[src/rtl/inv_test_pkg.sv]
// Shared encodings and default sizing for the inverter drive/sense block.
package inv_test_pkg;

    localparam int unsigned SETTLE_CYCLES_DEF = 2;
    localparam int unsigned SYNC_STAGES_DEF   = 2;
    localparam int unsigned CNT_W_DEF         = 8;

    typedef enum logic [1:0] {
        ST_IDLE   = 2'd0,
        ST_SETTLE = 2'd1,
        ST_SAMPLE = 2'd2
    } state_t;

    // Total cycles spent waiting before capture: settle time plus synchroniser depth.
    function automatic int unsigned settle_window(input int unsigned settle, input int unsigned sync);
        return settle + sync;
    endfunction

endpackage

[src/rtl/inv_sense_sync.sv]
// Flop chain bringing the asynchronous inverter output into the clock domain.
module inv_sense_sync
    import inv_test_pkg::*;
#(
    parameter int unsigned STAGES = SYNC_STAGES_DEF
) (
    input  logic clock,
    input  logic reset,
    input  logic d,
    output logic q
);

    logic [STAGES-1:0] chain_q;

    // Shift the sense value through STAGES flops; reset flushes to 0.
    always_ff @(posedge clock) begin
        if (reset) begin
            chain_q <= '0;
        end else begin
            chain_q[0] <= d;
            for (int unsigned i = 1; i < STAGES; i++) begin
                chain_q[i] <= chain_q[i-1];
            end
        end
    end

    assign q = chain_q[STAGES-1];

endmodule

[src/rtl/inv_drive_sense.sv]
// Launches a test bit into the inverter, waits for settle + sync, captures and scores it.
module inv_drive_sense
    import inv_test_pkg::*;
#(
    parameter int unsigned SETTLE_CYCLES = SETTLE_CYCLES_DEF,
    parameter int unsigned SYNC_STAGES   = SYNC_STAGES_DEF,
    parameter int unsigned CNT_W         = CNT_W_DEF
) (
    input  logic             clock,
    input  logic             reset,
    input  logic             I_start,
    input  logic             I_bit,
    input  logic             I_clear,
    input  logic             I_sense,
    output logic             O_drive,
    output logic             O_busy,
    output logic             O_done,
    output logic             O_result,
    output logic             O_pass,
    output logic [CNT_W-1:0] O_pass_cnt,
    output logic [CNT_W-1:0] O_fail_cnt
);

    localparam int unsigned W  = settle_window(SETTLE_CYCLES, SYNC_STAGES);
    localparam int unsigned CW = (W > 1) ? $clog2(W) : 1;
    localparam logic [CW-1:0]    LAST    = CW'(W - 1);
    localparam logic [CNT_W-1:0] CNT_MAX = '1;

    state_t            state_q, state_d;
    logic [CW-1:0]     cnt_q, cnt_d;
    logic              bit_q, bit_d;
    logic              drive_d, busy_d, done_d, result_d, pass_d;
    logic [CNT_W-1:0]  pass_cnt_d, fail_cnt_d;
    logic              sense_s;
    logic              match;

    inv_sense_sync #(
        .STAGES (SYNC_STAGES)
    ) u_sync (
        .clock (clock),
        .reset (reset),
        .d     (I_sense),
        .q     (sense_s)
    );

    // An inverter passes when it returns the complement of what was launched.
    assign match = (sense_s != bit_q);

    // Next-state and next-output logic for the drive/settle/sample sequence.
    always_comb begin
        state_d    = state_q;
        cnt_d      = cnt_q;
        bit_d      = bit_q;
        drive_d    = O_drive;
        busy_d     = O_busy;
        done_d     = 1'b0;
        result_d   = O_result;
        pass_d     = O_pass;
        pass_cnt_d = O_pass_cnt;
        fail_cnt_d = O_fail_cnt;

        case (state_q)
            ST_IDLE: begin
                busy_d = 1'b0;
                if (I_start) begin
                    bit_d   = I_bit;
                    drive_d = I_bit;
                    cnt_d   = '0;
                    busy_d  = 1'b1;
                    state_d = ST_SETTLE;
                end
            end
            ST_SETTLE: begin
                busy_d = 1'b1;
                cnt_d  = cnt_q + CW'(1);
                if (cnt_q == LAST) begin
                    state_d = ST_SAMPLE;
                end
            end
            ST_SAMPLE: begin
                result_d = sense_s;
                pass_d   = match;
                done_d   = 1'b1;
                busy_d   = 1'b0;
                state_d  = ST_IDLE;
                if (match) begin
                    if (O_pass_cnt != CNT_MAX) pass_cnt_d = O_pass_cnt + CNT_W'(1);
                end else begin
                    if (O_fail_cnt != CNT_MAX) fail_cnt_d = O_fail_cnt + CNT_W'(1);
                end
            end
            default: begin
                busy_d  = 1'b0;
                state_d = ST_IDLE;
            end
        endcase

        // Clear wins over a same-edge sample increment.
        if (I_clear) begin
            pass_cnt_d = '0;
            fail_cnt_d = '0;
        end
    end

    // State and registered outputs; reset aborts any operation in flight.
    always_ff @(posedge clock) begin
        if (reset) begin
            state_q    <= ST_IDLE;
            cnt_q      <= '0;
            bit_q      <= 1'b0;
            O_drive    <= 1'b0;
            O_busy     <= 1'b0;
            O_done     <= 1'b0;
            O_result   <= 1'b0;
            O_pass     <= 1'b0;
            O_pass_cnt <= '0;
            O_fail_cnt <= '0;
        end else begin
            state_q    <= state_d;
            cnt_q      <= cnt_d;
            bit_q      <= bit_d;
            O_drive    <= drive_d;
            O_busy     <= busy_d;
            O_done     <= done_d;
            O_result   <= result_d;
            O_pass     <= pass_d;
            O_pass_cnt <= pass_cnt_d;
            O_fail_cnt <= fail_cnt_d;
        end
    end

endmodule

[config.mk]
export PLATFORM = sky130hd
export DESIGN_NAME = inv_drive_sense
export DESIGN_NICKNAME = d
export VERILOG_FILES = /design/src/rtl/inv_test_pkg.sv /design/src/rtl/inv_sense_sync.sv /design/src/rtl/inv_drive_sense.sv
export SDC_FILE = /design/constraint.sdc
export NUM_CORES = 1
export LEC_CHECK = 0
export BUFFER_PORTS_ARGS = -buffer_cell sky130_fd_sc_hd__buf_2
export CELL_PAD_IN_SITES_DETAIL_PLACEMENT = 1
export CELL_PAD_IN_SITES_GLOBAL_PLACEMENT = 2
export CORE_ASPECT_RATIO = 1.5
export CORE_MARGIN = 2
export CORE_UTILIZATION = 31
export DETAILED_ROUTE_END_ITERATION = 8
export PLACE_DENSITY_LB_ADDON = 0.1
export SYNTH_ARGS = -nofsm -noshare
export SYNTH_HDL_FRONTEND = slang
export SYNTH_SLANG_ARGS = --single-unit
[constraint.sdc]
create_clock -name clock -period 1.7 [get_ports clock]
set_input_delay 0.34 -clock clock [delete_from_list [all_inputs] [get_ports clock]]
set_output_delay 0.34 -clock clock [all_outputs]
set_load 0.05 [all_outputs]
==> results of run 1 <==
-- cell families after synthesis --
group / Yosys count / share of synthesized area (%)
adders and majority gates: 3 / 3.22
buffers and inverters: 5 / 1.61
DFF: 27 / 46.4
muxes: 4 / 3.43
xor gates and xnor gates: 5 / 5.04
and+or+nand+nor: 58 / 25.9
AOI/OAI and AO/OA: 24 / 14.5
-- per-stage QoR --
step                area (sq um)  util (%)  setup WS, ns
floorplan                   1170         -        0.0281
global placement            1370      37.5         0.210
detailed placement          1370      37.5         0.129
CTS                         1410      38.7         0.110
global route                1410      38.7       0.00651
finish                      1410      38.7         0.131
-- layout make-up --
class / count / share of cell area (%)
multi-input combinational: 94 / 43.0
timing repair buffer: 29 / 10.8
sequential: 27 / 38.7
inverter: 2 / 0.531
clock buffer: 4 / 3.19
tap: 43 / 3.81
-- per-layer routing --
metal / vias to the layer above / global-route usage [%] / wire length, microns / part of all wire, %
met5: - / 0 / 0 / 0
met4: 0 / 5.25 / 18 / 0.63
li1: 516 / - / - / -
met3: 2 / 1.69 / 64 / 2.2
met2: 11 / 26.2 / 1600 / 56
met1: 504 / 15.9 / 1160 / 41
-- worst max-delay path, stage by stage (launching register included) --
cell	delay (ns)
dfxtp_1	0.37
xnor2_2	0.36
o211ai_4	0.20
or4_1	0.42
a21oi_1	0.15
-- worst max path at each step --
stage	start	to	slack (ns)
after floorplan	O_pass_cnt[2]$_SDFFE_PP0P_	O_pass_cnt[1]$_SDFFE_PP0P_	0.03
after global placement	u_sync.chain_q[1]$_SDFF_PP0_	O_fail_cnt[5]$_SDFFE_PP0P_	0.21
after detailed placement	u_sync.chain_q[1]$_SDFF_PP0_	O_fail_cnt[5]$_SDFFE_PP0P_	0.13
after CTS	u_sync.chain_q[1]$_SDFF_PP0_	O_fail_cnt[5]$_SDFFE_PP0P_	0.11
after global routing	u_sync.chain_q[1]$_SDFF_PP0_	O_fail_cnt[5]$_SDFFE_PP0P_	0.007
final	u_sync.chain_q[1]$_SDFF_PP0_	O_fail_cnt[5]$_SDFFE_PP0P_	0.13
-- power groups by stage --
stage | sequential, W | combinational (W) | clock (W)
final | 0.000651 | 0.0000655 | 0.000366
after global routing | 0.000653 | 0.0000724 | 0.000409
after CTS | 0.000651 | 0.0000668 | 0.000390
after detailed placement | 0.000666 | 0.0000669 | 0
after global placement | 0.000665 | 0.0000651 | 0
after floorplan | 0.000675 | 0.0000335 | 0
-- layout by cell type, fill, tap and decap left out --
master | Yosys | layout
a211oi_1 | 3 | 3
nor4b_1 | 1 | 1
or2_2 | 1 | 1
dfxtp_1 | 27 | 22
nor2b_1 | 3 | 3
o211ai_1 | 1 | 1
nor3_1 | 1 | 1
ha_1 | 3 | 3
o211a_1 | 1 | 1
o211ai_4 | 1 | 1
nand4_1 | 3 | 3
inv_1 | 2 | 2
or3_1 | 4 | 4
nor2_1 | 16 | 16
nor4_1 | 4 | 4
nand3_1 | 9 | 9
nand2_1 | 8 | 8
o211ai_2 | 1 | 1
nand2b_1 | 2 | 2
dfxtp_2 | 0 | 5
clkbuf_8 | 0 | 3
xor2_1 | 3 | 3
xor2_2 | 1 | 1
nor3b_1 | 1 | 1
and2b_1 | 1 | 1
mux2i_1 | 4 | 4
xnor2_2 | 1 | 1
o2111ai_1 | 1 | 1
or4_1 | 2 | 2
and3_1 | 1 | 1
a21oi_1 | 8 | 8
a32oi_1 | 1 | 1
buf_4 | 0 | 3
o31ai_1 | 1 | 1
buf_2 | 0 | 26
clkbuf_1 | 2 | 1
nor4bb_1 | 1 | 1
o21ai_0 | 6 | 6
-- flip-flops by register name, indices dropped and copies added, names as in the netlist --
name,flops
O_pass,1
O_result,1
bit_q,1
O_pass_cnt,8
cnt_q,2
state_q,2
O_done,1
O_fail_cnt,8
u_sync.chain_q,2
O_busy,1
==> impl_metrics.tcl, run 1 <==
set metrics [dict create \
    yosys.area.top_type "dfxtp_1" \
    synth_edf_count 0 \
    cts_sinks 27 \
    hold_class "in2reg" \
    ff2ff_setup_slack_ns 0.13 \
    synthToLayoutAreaGrowth_pct 21.1 \
    groute.usage.overall_pct 14.2 \
    yosysTopAreaCellShare_pct 46.4 \
    hold_depth 2 \
    synth_common_cells "dfxtp_1, nor2_1, nand3_1, a21oi_1, nand2_1" \
    fin_cells 199 \
    die_h_microns 79.1 \
    drv_slew 0 \
    p_leak_nw 0.579 \
    placed_cells 195 \
    clock_path_buffers 2 \
    ys_ff_latch 27 \
    drt_iter0_markers 6 \
    grt_overflow 0 \
    dpl.hpwl_microns 2190 \
    crit_path_max_fanout 10 \
    multi_input_area_sq_um 607 \
    finalPower_w 0.00108 \
    wl_per_cell_microns 14.3 \
    holdBufCountCts 0 \
    die_area_sq_um 4280 \
    ff2ff_path_depth 4 \
    fp.dieW_microns 54.1 \
    fill_cells 449 \
    htreeDepth 1 \
    antenna_found_initial 0 \
    remaining_drc_errors 0 \
    dr.pass1.iters 4 \
    clkTransAtPathRegs_ns 0.09 \
    critPathArrivalTime_ns 1.78 \
    min-delay-start "I_sense" \
    numCtsBuffers 3 \
    dr_total_vias 1033 \
    viasPerCell 5.19 \
    ant_nets 0 \
    p_per_area_nw_per_um2 767 \
    synth_cell_types 35 \
    cap_viol_max_count 0 \
    period_share_pct 92.3 \
    cts_resized 0 \
    syn_inst 126 \
    coreArea_sq_um 3650 \
    grt_pass1_wl_microns 4500 \
    syn_area_sq_um 1170 \
    start_kind "flop" \
    ys_seq_area_share_pct 46.4 \
    hold_viol 0 \
    worst_setup_path_end_kind "flop" \
    setup_viol 0 \
    path_class "reg2reg" \
    hold_end "u_sync.chain_q[0]$_SDFF_PP0_" \
    setup-tns-final_ns 0 \
    peakVddDrop_mv 0.440 \
    relSlewSlack_pct 67.8 \
    cts_tree "yes" \
    pwr-share-comb_pct 6.0 \
    power_frac_seq_pct 60.1 \
    yosys_most_used_dff "dfxtp_1" \
    gp_congestion 0.695 \
    grt_pass1_vias 1016 \
    syn_nets 135 \
    worstPathRequired_ns 1.91 \
    rows 27 \
    clock_skew_ns 0.00577 \
    timing.fmax_ghz 0.637 \
    layout.nets 166 \
    internal-power_w 0.000833 \
    io_buffers 26 \
    outcome "finished clean" \
    cts-root-buf "clkbuf_8" \
    rsz0062_at_grt "false" \
    tightestPinTransition_ns 0.478 \
    yosysMostFrequentCell "dfxtp_1" \
    synthTopCellsByArea "dfxtp_1, nor2_1, nand3_1" \
    ios 27 \
    insertion_delay_ns 0.27 \
    synthArstFlopShare_pct 0 \
    seq_area_sq_um 547 \
    switching_power_w 0.000250 \
    period_needed_ns 1.57 \
    clkPwrFrac_pct 33.8 \
    ys_warn_count 0 \
    grt_max_degree 15 \
    r2r_end "O_fail_cnt[5]$_SDFFE_PP0P_" \
    start_util_pct 32.0 \
    reg2reg_from "u_sync.chain_q[1]$_SDFF_PP0_" \
    swShare_pct 23.1 \
    finalWirelength_microns 2850 \
    drive_above_1_share_pct 26.9 \
    whs_ns 0.286 \
    num_antenna_cells 0 \
    avgSynthCellArea_sq_um 9.25 \
    cts_setup_buffers 0 \
]
Power figures use the tool's default switching activity.
==> inputs of run 2 (changes only) <==
CORE_UTILIZATION = 28   (was 31)
clock period = 1.3 ns   (was 1.7 ns; I/O delays follow)
==> impl_metrics.tcl, run 2 (synthesis gave the netlist of run 1 again) <==
set metrics [dict create \
    cap_viol_max_count 0 \
    holdBufCountCts 0 \
    p_leak_nw 0.786 \
    finalWirelength_microns 3330 \
    cts_tree "yes" \
    die_h_microns 83.0 \
    clock_path_buffers 2 \
    p_per_area_nw_per_um2 753 \
    tightestPinTransition_ns 0.417 \
    groute.usage.overall_pct 14.7 \
    seq_area_sq_um 598 \
    htreeDepth 1 \
    hold_viol 0 \
    path_class "reg2reg" \
    dr_total_vias 1189 \
    rows 28 \
    period_needed_ns 1.43 \
    outcome "complete, but fails checks" \
    violations "negative setup slack" \
    grt_overflow 0 \
    drive_above_1_share_pct 54.5 \
    crit_chain "xnor2_4 > o211ai_4 > or4_1 > a21oi_1" \
    whs_ns 0.198 \
    worstPathRequired_ns 1.50 \
    worstSetupStartpoint "u_sync.chain_q[1]$_SDFF_PP0_" \
    antenna_found_initial 0 \
    ant_nets 0 \
    crit_path_max_fanout 7 \
    fill_cells 474 \
    die_area_sq_um 4710 \
    cts_sinks 27 \
    numCtsBuffers 3 \
    grt_max_degree 17 \
    peakVddDrop_mv 0.916 \
    dpl.hpwl_microns 2520 \
    ios 27 \
    coreArea_sq_um 3960 \
    min-delay-start "I_sense" \
    worst_setup_path_end_kind "flop" \
    top_regs "O_fail_cnt x8, O_pass_cnt x8" \
    remaining_drc_errors 0 \
    drv_slew 0 \
    drt_iter0_markers 11 \
    fp.dieW_microns 56.7 \
    multi_input_area_sq_um 743 \
    viasPerCell 5.04 \
    finalPower_w 0.00143 \
    insertion_delay_ns 0.27 \
    timing.fmax_ghz 0.701 \
    relSlewSlack_pct 71.9 \
    dr.pass1.iters 2 \
    clkTransAtPathRegs_ns 0.10 \
    num_antenna_cells 0 \
    final_cell_mix "buf_4, buf_2, nor2_1, dfxtp_4, dfxtp_1" \
    clock_skew_ns 0.00335 \
    final_common_cell "buf_4" \
    critPathArrivalTime_ns 1.63 \
    setup_viol 13 \
    setup-tns-final_ns -0.705 \
    rsz0062_at_grt "true" \
    hold_class "in2reg" \
    layout.nets 201 \
    start_kind "flop" \
    grt_pass1_wl_microns 5640 \
    synthToLayoutAreaGrowth_pct 63.3 \
    grt_pass1_vias 1254 \
    cts-root-buf "clkbuf_8" \
    reg2reg_from "u_sync.chain_q[1]$_SDFF_PP0_" \
    io_buffers 26 \
    gp_congestion 0.673 \
    wl_per_cell_microns 14.1 \
    period_share_pct 110 \
    cpPeakStageDelay_ns 0.41 \
    slowest_stage "or4_1" \
    worst_slack_ns -0.126 \
    start_util_pct 29.5 \
]
run 2: cell count changes in the layout (fill, tap and decap cells not counted), sizes merged:
| cell | before | now |
|---|---|---|
| buf | 29 | 57 |
| clkbuf | 4 | 10 |
| clkinvlp | 0 | 1 |
run 2: area by class of cell:
type	count	share of cell area (%)
Multi-Input combinational cell	94	39.0
Sequential cell	27	31.4
Timing Repair Buffer	64	23.7
Tap cell	45	2.96
Clock buffer	3	2.17
Clock inverter	1	0.394
Inverter	2	0.394
run 2: per-stage QoR:
step,utilization [%],setup WS (ns),area [sq um],instances
floorplan,-,-0.0854,1280,126
global placement,42.6,-0.0868,1690,225
detailed placement,42.6,-0.109,1690,225
CTS,45.1,-0.126,1790,233
global route,48.1,-0.189,1900,236
finish,48.1,-0.126,1900,236
run 2: layer usage:
layer / up-vias / share of wire (%) / global-route usage (%)
met1: 580 / 42 / 16.2
met3: 2 / 2.5 / 2.80
li1: 592 / - / -
met5: - / 0 / 0
met4: 0 / 0.87 / 3.90
met2: 15 / 55 / 27.9
run 2: path summary, 6_finish.rpt:
| check | to | slack (ns) | cells past startpoint |
|---|---|---|---|
| max | O_fail_cnt[5]$_SDFFE_PP0P_ | -0.13 | 4 |
| min reg2reg | u_sync.chain_q[1]$_SDFF_PP0_ | 0.46 | 1 |
| min | u_sync.chain_q[0]$_SDFF_PP0_ | 0.20 | 2 |
| max reg2reg | O_fail_cnt[5]$_SDFFE_PP0P_ | -0.13 | 4 |
run 2: critical path, delay by kind of cell, from the launching register on:
kind / cells / cell delay, ns
simple gates: 1 / 0.41
xor+xnor: 1 / 0.27
compound gates: 2 / 0.29
flops: 1 / 0.39
run 2: repair_timing:
action                     4_1_cts  5_1_grt
resized for setup                5       23
setup buffers                    4        3
pin swaps                        8       11
setup endpoints to repair       18       21
cloned                           0        0
run 2: power breakdown:
group,total [W],leakage [nW],switching (W),internal [W]
Sequential,0.000825,0.232,0.0000132,0.000812
Clock,0.000492,0.0217,0.000275,0.000217
Combinational,0.000117,0.532,0.0000658,0.0000514
Total,0.00143,0.786,0.000354,0.00108
